===== src/rtl/fb_port_a_ctrl.sv =====
// Frame buffer port A arbiter: CPU pixel bus with priority over a rectangle-fill engine.
// Optional FB_CLEAR_ON_RESET_EN: clear the whole screen to 0 on reset release.
module fb_port_a_ctrl #(
    parameter int HOR_RES  = 320,
    parameter int VERT_RES = 240,
    parameter int X_W      = 9,
    parameter int Y_W      = 8
) (
    input  logic               CLK,
    input  logic               RESET,
    input  logic               CPU_REQ,
    input  logic               CPU_WE,
    input  logic [X_W-1:0]     CPU_X,
    input  logic [Y_W-1:0]     CPU_Y,
    input  logic               CPU_WDATA,
    output logic               CPU_RD_VALID,
    output logic               CPU_RD_DATA,
    input  logic               FILL_START,
    input  logic [X_W-1:0]     FILL_X0,
    input  logic [X_W-1:0]     FILL_X1,
    input  logic [Y_W-1:0]     FILL_Y0,
    input  logic [Y_W-1:0]     FILL_Y1,
    input  logic               FILL_COLOUR,
    output logic               FILL_BUSY,
    output logic               FILL_DONE,
    output logic [Y_W+X_W-1:0] FB_ADDR,
    output logic               FB_WE,
    output logic               FB_DATA_IN,
    input  logic               FB_DATA_OUT
);

    localparam logic [X_W-1:0] H_RES  = X_W'(HOR_RES);
    localparam logic [Y_W-1:0] V_RES  = Y_W'(VERT_RES);
    localparam logic [X_W-1:0] X_LAST = X_W'(HOR_RES - 1);
    localparam logic [Y_W-1:0] Y_LAST = Y_W'(VERT_RES - 1);

    typedef enum logic [1:0] {
        IDLE,
        RUN,
        DONE
    } state_t;

    state_t         state;
    logic [X_W-1:0] x0, x1, cx;
    logic [Y_W-1:0] y0, y1, cy;
    logic           colour;
    logic           rd_p1, rd_p2;
    logic           ok1, ok2;

    logic           cpu_inr;
    logic [X_W-1:0] fx1;
    logic [Y_W-1:0] fy1;
    logic           fill_ok;
    logic           fill_go;

    assign cpu_inr = (CPU_X < H_RES) && (CPU_Y < V_RES);
    assign fx1     = (FILL_X1 > X_LAST) ? X_LAST : FILL_X1;
    assign fy1     = (FILL_Y1 > Y_LAST) ? Y_LAST : FILL_Y1;
    assign fill_ok = (FILL_X0 <= fx1) && (FILL_Y0 <= fy1)
                  && (FILL_X0 < H_RES) && (FILL_Y0 < V_RES);
    assign fill_go = (state == RUN) && !CPU_REQ;

    always_ff @(posedge CLK) begin
        if (RESET) begin
            FB_ADDR      <= '0;
            FB_WE        <= 1'b0;
            FB_DATA_IN   <= 1'b0;
            CPU_RD_VALID <= 1'b0;
            CPU_RD_DATA  <= 1'b0;
            FILL_DONE    <= 1'b0;
            rd_p1        <= 1'b0;
            rd_p2        <= 1'b0;
            ok1          <= 1'b0;
            ok2          <= 1'b0;
            x0           <= '0;
            y0           <= '0;
            cx           <= '0;
            cy           <= '0;
            colour       <= 1'b0;
`ifdef FB_CLEAR_ON_RESET_EN
            state        <= RUN;
            FILL_BUSY    <= 1'b1;
            x1           <= X_LAST;
            y1           <= Y_LAST;
`else
            state        <= IDLE;
            FILL_BUSY    <= 1'b0;
            x1           <= '0;
            y1           <= '0;
`endif
        end else begin
            // The CPU always owns the slot it asks for.
            if (CPU_REQ) begin
                FB_ADDR    <= {CPU_Y, CPU_X};
                FB_WE      <= CPU_WE & cpu_inr;
                FB_DATA_IN <= CPU_WDATA;
            end else if (fill_go) begin
                FB_ADDR    <= {cy, cx};
                FB_WE      <= 1'b1;
                FB_DATA_IN <= colour;
            end else begin
                FB_WE      <= 1'b0;
            end

            rd_p1        <= CPU_REQ & ~CPU_WE;
            ok1          <= cpu_inr;
            rd_p2        <= rd_p1;
            ok2          <= ok1;
            CPU_RD_VALID <= rd_p2;
            CPU_RD_DATA  <= rd_p2 & ok2 & FB_DATA_OUT;

            FILL_DONE <= 1'b0;

            unique case (state)
                IDLE: begin
                    if (FILL_START && !FILL_BUSY) begin
                        x0        <= FILL_X0;
                        x1        <= fx1;
                        y0        <= FILL_Y0;
                        y1        <= fy1;
                        cx        <= FILL_X0;
                        cy        <= FILL_Y0;
                        colour    <= FILL_COLOUR;
                        FILL_BUSY <= 1'b1;
                        state     <= fill_ok ? RUN : DONE;
                    end else begin
                        FILL_BUSY <= 1'b0;
                    end
                end
                RUN: begin
                    if (fill_go) begin
                        if (cx == x1) begin
                            cx <= x0;
                            cy <= cy + 1'b1;
                            if (cy == y1) begin
                                state <= DONE;
                            end
                        end else begin
                            cx <= cx + 1'b1;
                        end
                    end
                end
                DONE: begin
                    FILL_DONE <= 1'b1;
                    state     <= IDLE;
                end
                default: state <= IDLE;
            endcase
        end
    end

endmodule


===== config.mk =====
export PLATFORM = sky130hd
export DESIGN_NAME = fb_port_a_ctrl
export DESIGN_NICKNAME = d
export VERILOG_FILES = /design/src/rtl/fb_port_a_ctrl.sv
export SDC_FILE = /design/constraint.sdc
export NUM_CORES = 1
export LEC_CHECK = 0
export BUFFER_PORTS_ARGS = -buffer_cell sky130_fd_sc_hd__buf_2
export CORE_ASPECT_RATIO = 0.8
export CORE_MARGIN = 1.5
export CORE_UTILIZATION = 49
export DETAILED_ROUTE_END_ITERATION = 7
export GPL_TIMING_DRIVEN = 0
export HOLD_SLACK_MARGIN = 0.08
export PLACE_DENSITY = 0.73
export REMOVE_ABC_BUFFERS = 1
export SYNTH_ARGS = -nofsm -noshare
export SYNTH_HDL_FRONTEND = slang
export SYNTH_SLANG_ARGS = --single-unit

===== constraint.sdc =====
create_clock -name CLK -period 2.51 [get_ports CLK]
set_input_delay 0.502 -clock CLK [delete_from_list [all_inputs] [get_ports CLK]]
set_output_delay 0.502 -clock CLK [all_outputs]
set_load 0.03 [all_outputs]

==> out/metrics.yaml <==
clocking:
  hold_buffers: 0
  cts_setup_buffers: 0
  cts_max_path_buffers: 2
  cts_tree: "yes"
  htree_levels: 3
  insertion_delay_ns: 0.36
  cts_num_sinks: 73
  clkTransAtPathRegs_ns: 0.08
  numCtsBuffers: 9
  cts_root_buf: "clkbuf_8"
worst_setup_path:
  r2r-end: "cy[0]"
  reg2reg_depth: 5
  crit_path_end_kind: "flip-flop"
  cp_max_fo: 39
  worstSetupStartpoint: "state[1]"
  required_ns: 2.78
  arrival_ns: 2.58
  r2r_start: "state[1]"
  r2r_slack_ns: 0.20
  path_class: "reg2reg"
  start_kind: "flip-flop"
timing:
  fin_crit_sh_pct: 91.9
  timing.final.crit_period_ns: 2.31
  setup_viol: 0
  slew_headroom_pct: 19.9
  finalHoldViolCount: 0
  rsz0062_at_grt: "false"
  max_freq_mhz: 433
  fin_worst_skew_ns: 0.00658
  final_max_slew_viol_count: 0
  worstMarginPinSlew_ns: 1.20
placement:
  io_buffers: 81
  place_inst: 660
  place.gp.congestion: 0.863
  hpwl_mm: 6.92
  dpl_cell_area_um2: 4280
hold_path:
  min_from: "CPU_WE"
  min_path_cells: 2
  hold-path-endpoint: "rd_p1"
  min-delay-path-class: "in2reg"
detailed_routing:
  wirelength_mm: 9.95
  wl_per_cell_um: 14.7
  routed_via_density: 5.60
  drtAntennaViolNets: 0
  dr.pass1.iters: 5
  route.detailed.drc: 0
  vias: 3785
  drtIter0Drc: 256
logic_synthesis:
  synth.most_common_cell: "nand2_1"
  synth_top_area_share_pct: 38.0
  ys_top_cells_by_count: "nand2_1 (95), a21oi_1 (78), dfxtp_1 (73), nor2_1 (50), clkbuf_1 (25)"
  avgSynthCellArea_um2: 7.60
  yosys_most_used_dff: "dfxtp_1"
  synthArstFlopShare_pct: 0
  synth_area_leader_cell: "dfxtp_1"
  ys_ff_latch: 73
  synth-edff-count: 0
  syn-instance-count: 506
  synth.distinct_cells: 43
  ys_seq_area_share_pct: 38.0
  yosysWarnings: 0
  synth_area_leaders: "dfxtp_1 (38%), a21oi_1 (10%), nand2_1 (9.3%)"
  synth_area_um2: 3850
floorplan:
  die_w_um: 102
  ios: 82
  dieHeight_um: 82.3
  initial_core_util_pct: 51.3
  core-area_um2: 7500
  die_area_um2: 8400
  rows: 28
layout:
  n_antenna_cell: 0
  finalNonFillerCells: 676
  fillers: 724
  synthToLayoutAreaGrowth_pct: 16.7
  layout.nets: 644
  fin_area_um2: 4490
  layout-drive-gt1-share_pct: 19.6
pwr:
  ir_drop_mv: 0.361
  powerDensity_nw_per_um2: 705
  p_leak_nw: 1.88
global_routing:
  grt_max_degree: 65
  grt_use_total_pct: 24.7
  grt-ovfl-total: 0
  grt_pass1_wl_mm: 15.8
  grt_pass1_vias: 3238
  antenna_found_initial: 0
job:
  max_cap_viol_count: 0
run_status:
  status: "finished clean"
==> how the worst max path moves through the flow <==
stage               endpoint  cells after the start
floorplan           state[0]                      9
global placement       cy[0]                      5
detailed placement     cy[0]                      5
CTS                    cx[2]                      5
global route           cy[0]                      5
finish                 cy[0]                      5
==> cell families (layout without fill, tap and decap cells) <==
family	Yosys count	count (layout)	share of synthesized area [%]
AOI/OAI and AO/OA	134	134	20.6
buffers and inverters	41	106	4.33
and+or+nand+nor	215	215	25.5
adders and majority gates	19	19	6.18
xor gates and xnor gates	24	24	5.46
DFF	73	73	38.0
==> state kept, by name (all words and copies together) (netlist names), 2 cells and up <==
signal   cells
FB_ADDR     17
state        2
x1           9
cy           8
cx           9
y1           8
x0           9
==> timing repair <==
action / 4_1_cts / 5_1_grt
gates cloned: 0 / 0
endpoints found under the setup margin: 12 / 10
gates resized for setup: 2 / 3
==> final cells by class <==
cell class              instances  area, um^2  area share (%)
clock inverters                 7        71.3            1.59
well taps                     105         131            2.93
clock buffers                   9         124            2.76
repair buffers                 82         433            9.65
inverters                       8        30.0           0.669
multi-input cells             392        2240            49.8
flip-flops and latches         73        1460            32.6
==> power breakdown <==
part	switching [mW]	internal [mW]	total, mW	leakage, nW
registers	0.139	1.28	1.42	0.601
clock network	0.471	0.456	0.927	0.0912
logic	0.512	0.300	0.812	1.19
==> cell usage in the layout (no fill, tap or decap), types with 2 or more instances in the layout <==
cell        synthesis  routed
nand2_1            95      95
buf_2               4      81
a21oi_1            78      78
dfxtp_1            73      73
nor2_1             50      49
nand3_1            22      22
xor2_1             19      19
ha_1               19      19
o21ai_0            15      14
a31oi_1            11      11
nor3_1              9       9
clkbuf_8            0       9
inv_1               8       8
nand4_1             8       8
a211oi_1            8       8
o32ai_1             5       5
nor2b_1             6       5
o211ai_1            5       5
xnor2_1             5       5
or2_2               3       3
nor3b_1             3       3
a21o_1              3       3
or3_1               3       3
and3_1              4       3
clkinvlp_4          0       3
nand2b_1            3       2
nor4_1              2       2
nand4b_1            2       2
clkinv_2            0       2
==> worst max-delay path, stage by stage, from the launching register on <==
cell	delay, ns
dfxtp_1	0.37
nor2_1	0.20
and3_2	0.72
a41oi_2	0.31
or3_1	0.46
a31oi_1	0.16
==> routing by layer <==
metal  GRT usage, %  vias up  wire length [um]
met2           35.6      149              4120
met3           7.83       14               734
met5              0        -                 0
met1           35.3     1740              5000
li1               -     1882                 -
met4           6.44        0                97
==> through the flow <==
stage | setup WS [ns] | utilization (%) | hold slack, ns | TNS (ns) | power (mW)
CTS | 0.0789 | 59.8 | 0.324 | 0 | 3.16
global placement | -0.566 | 56.7 | 0.418 | -15.44 | 2.20
finish | 0.203 | 59.9 | 0.329 | 0 | 3.16
global route | 0.00674 | 59.9 | 0.331 | 0 | 3.34
detailed placement | -0.307 | 57.1 | 0.427 | -1.83 | 2.24
floorplan | 0.104 | - | 0.414 | 0 | 1.96
(Power assumes the default switching activity.)
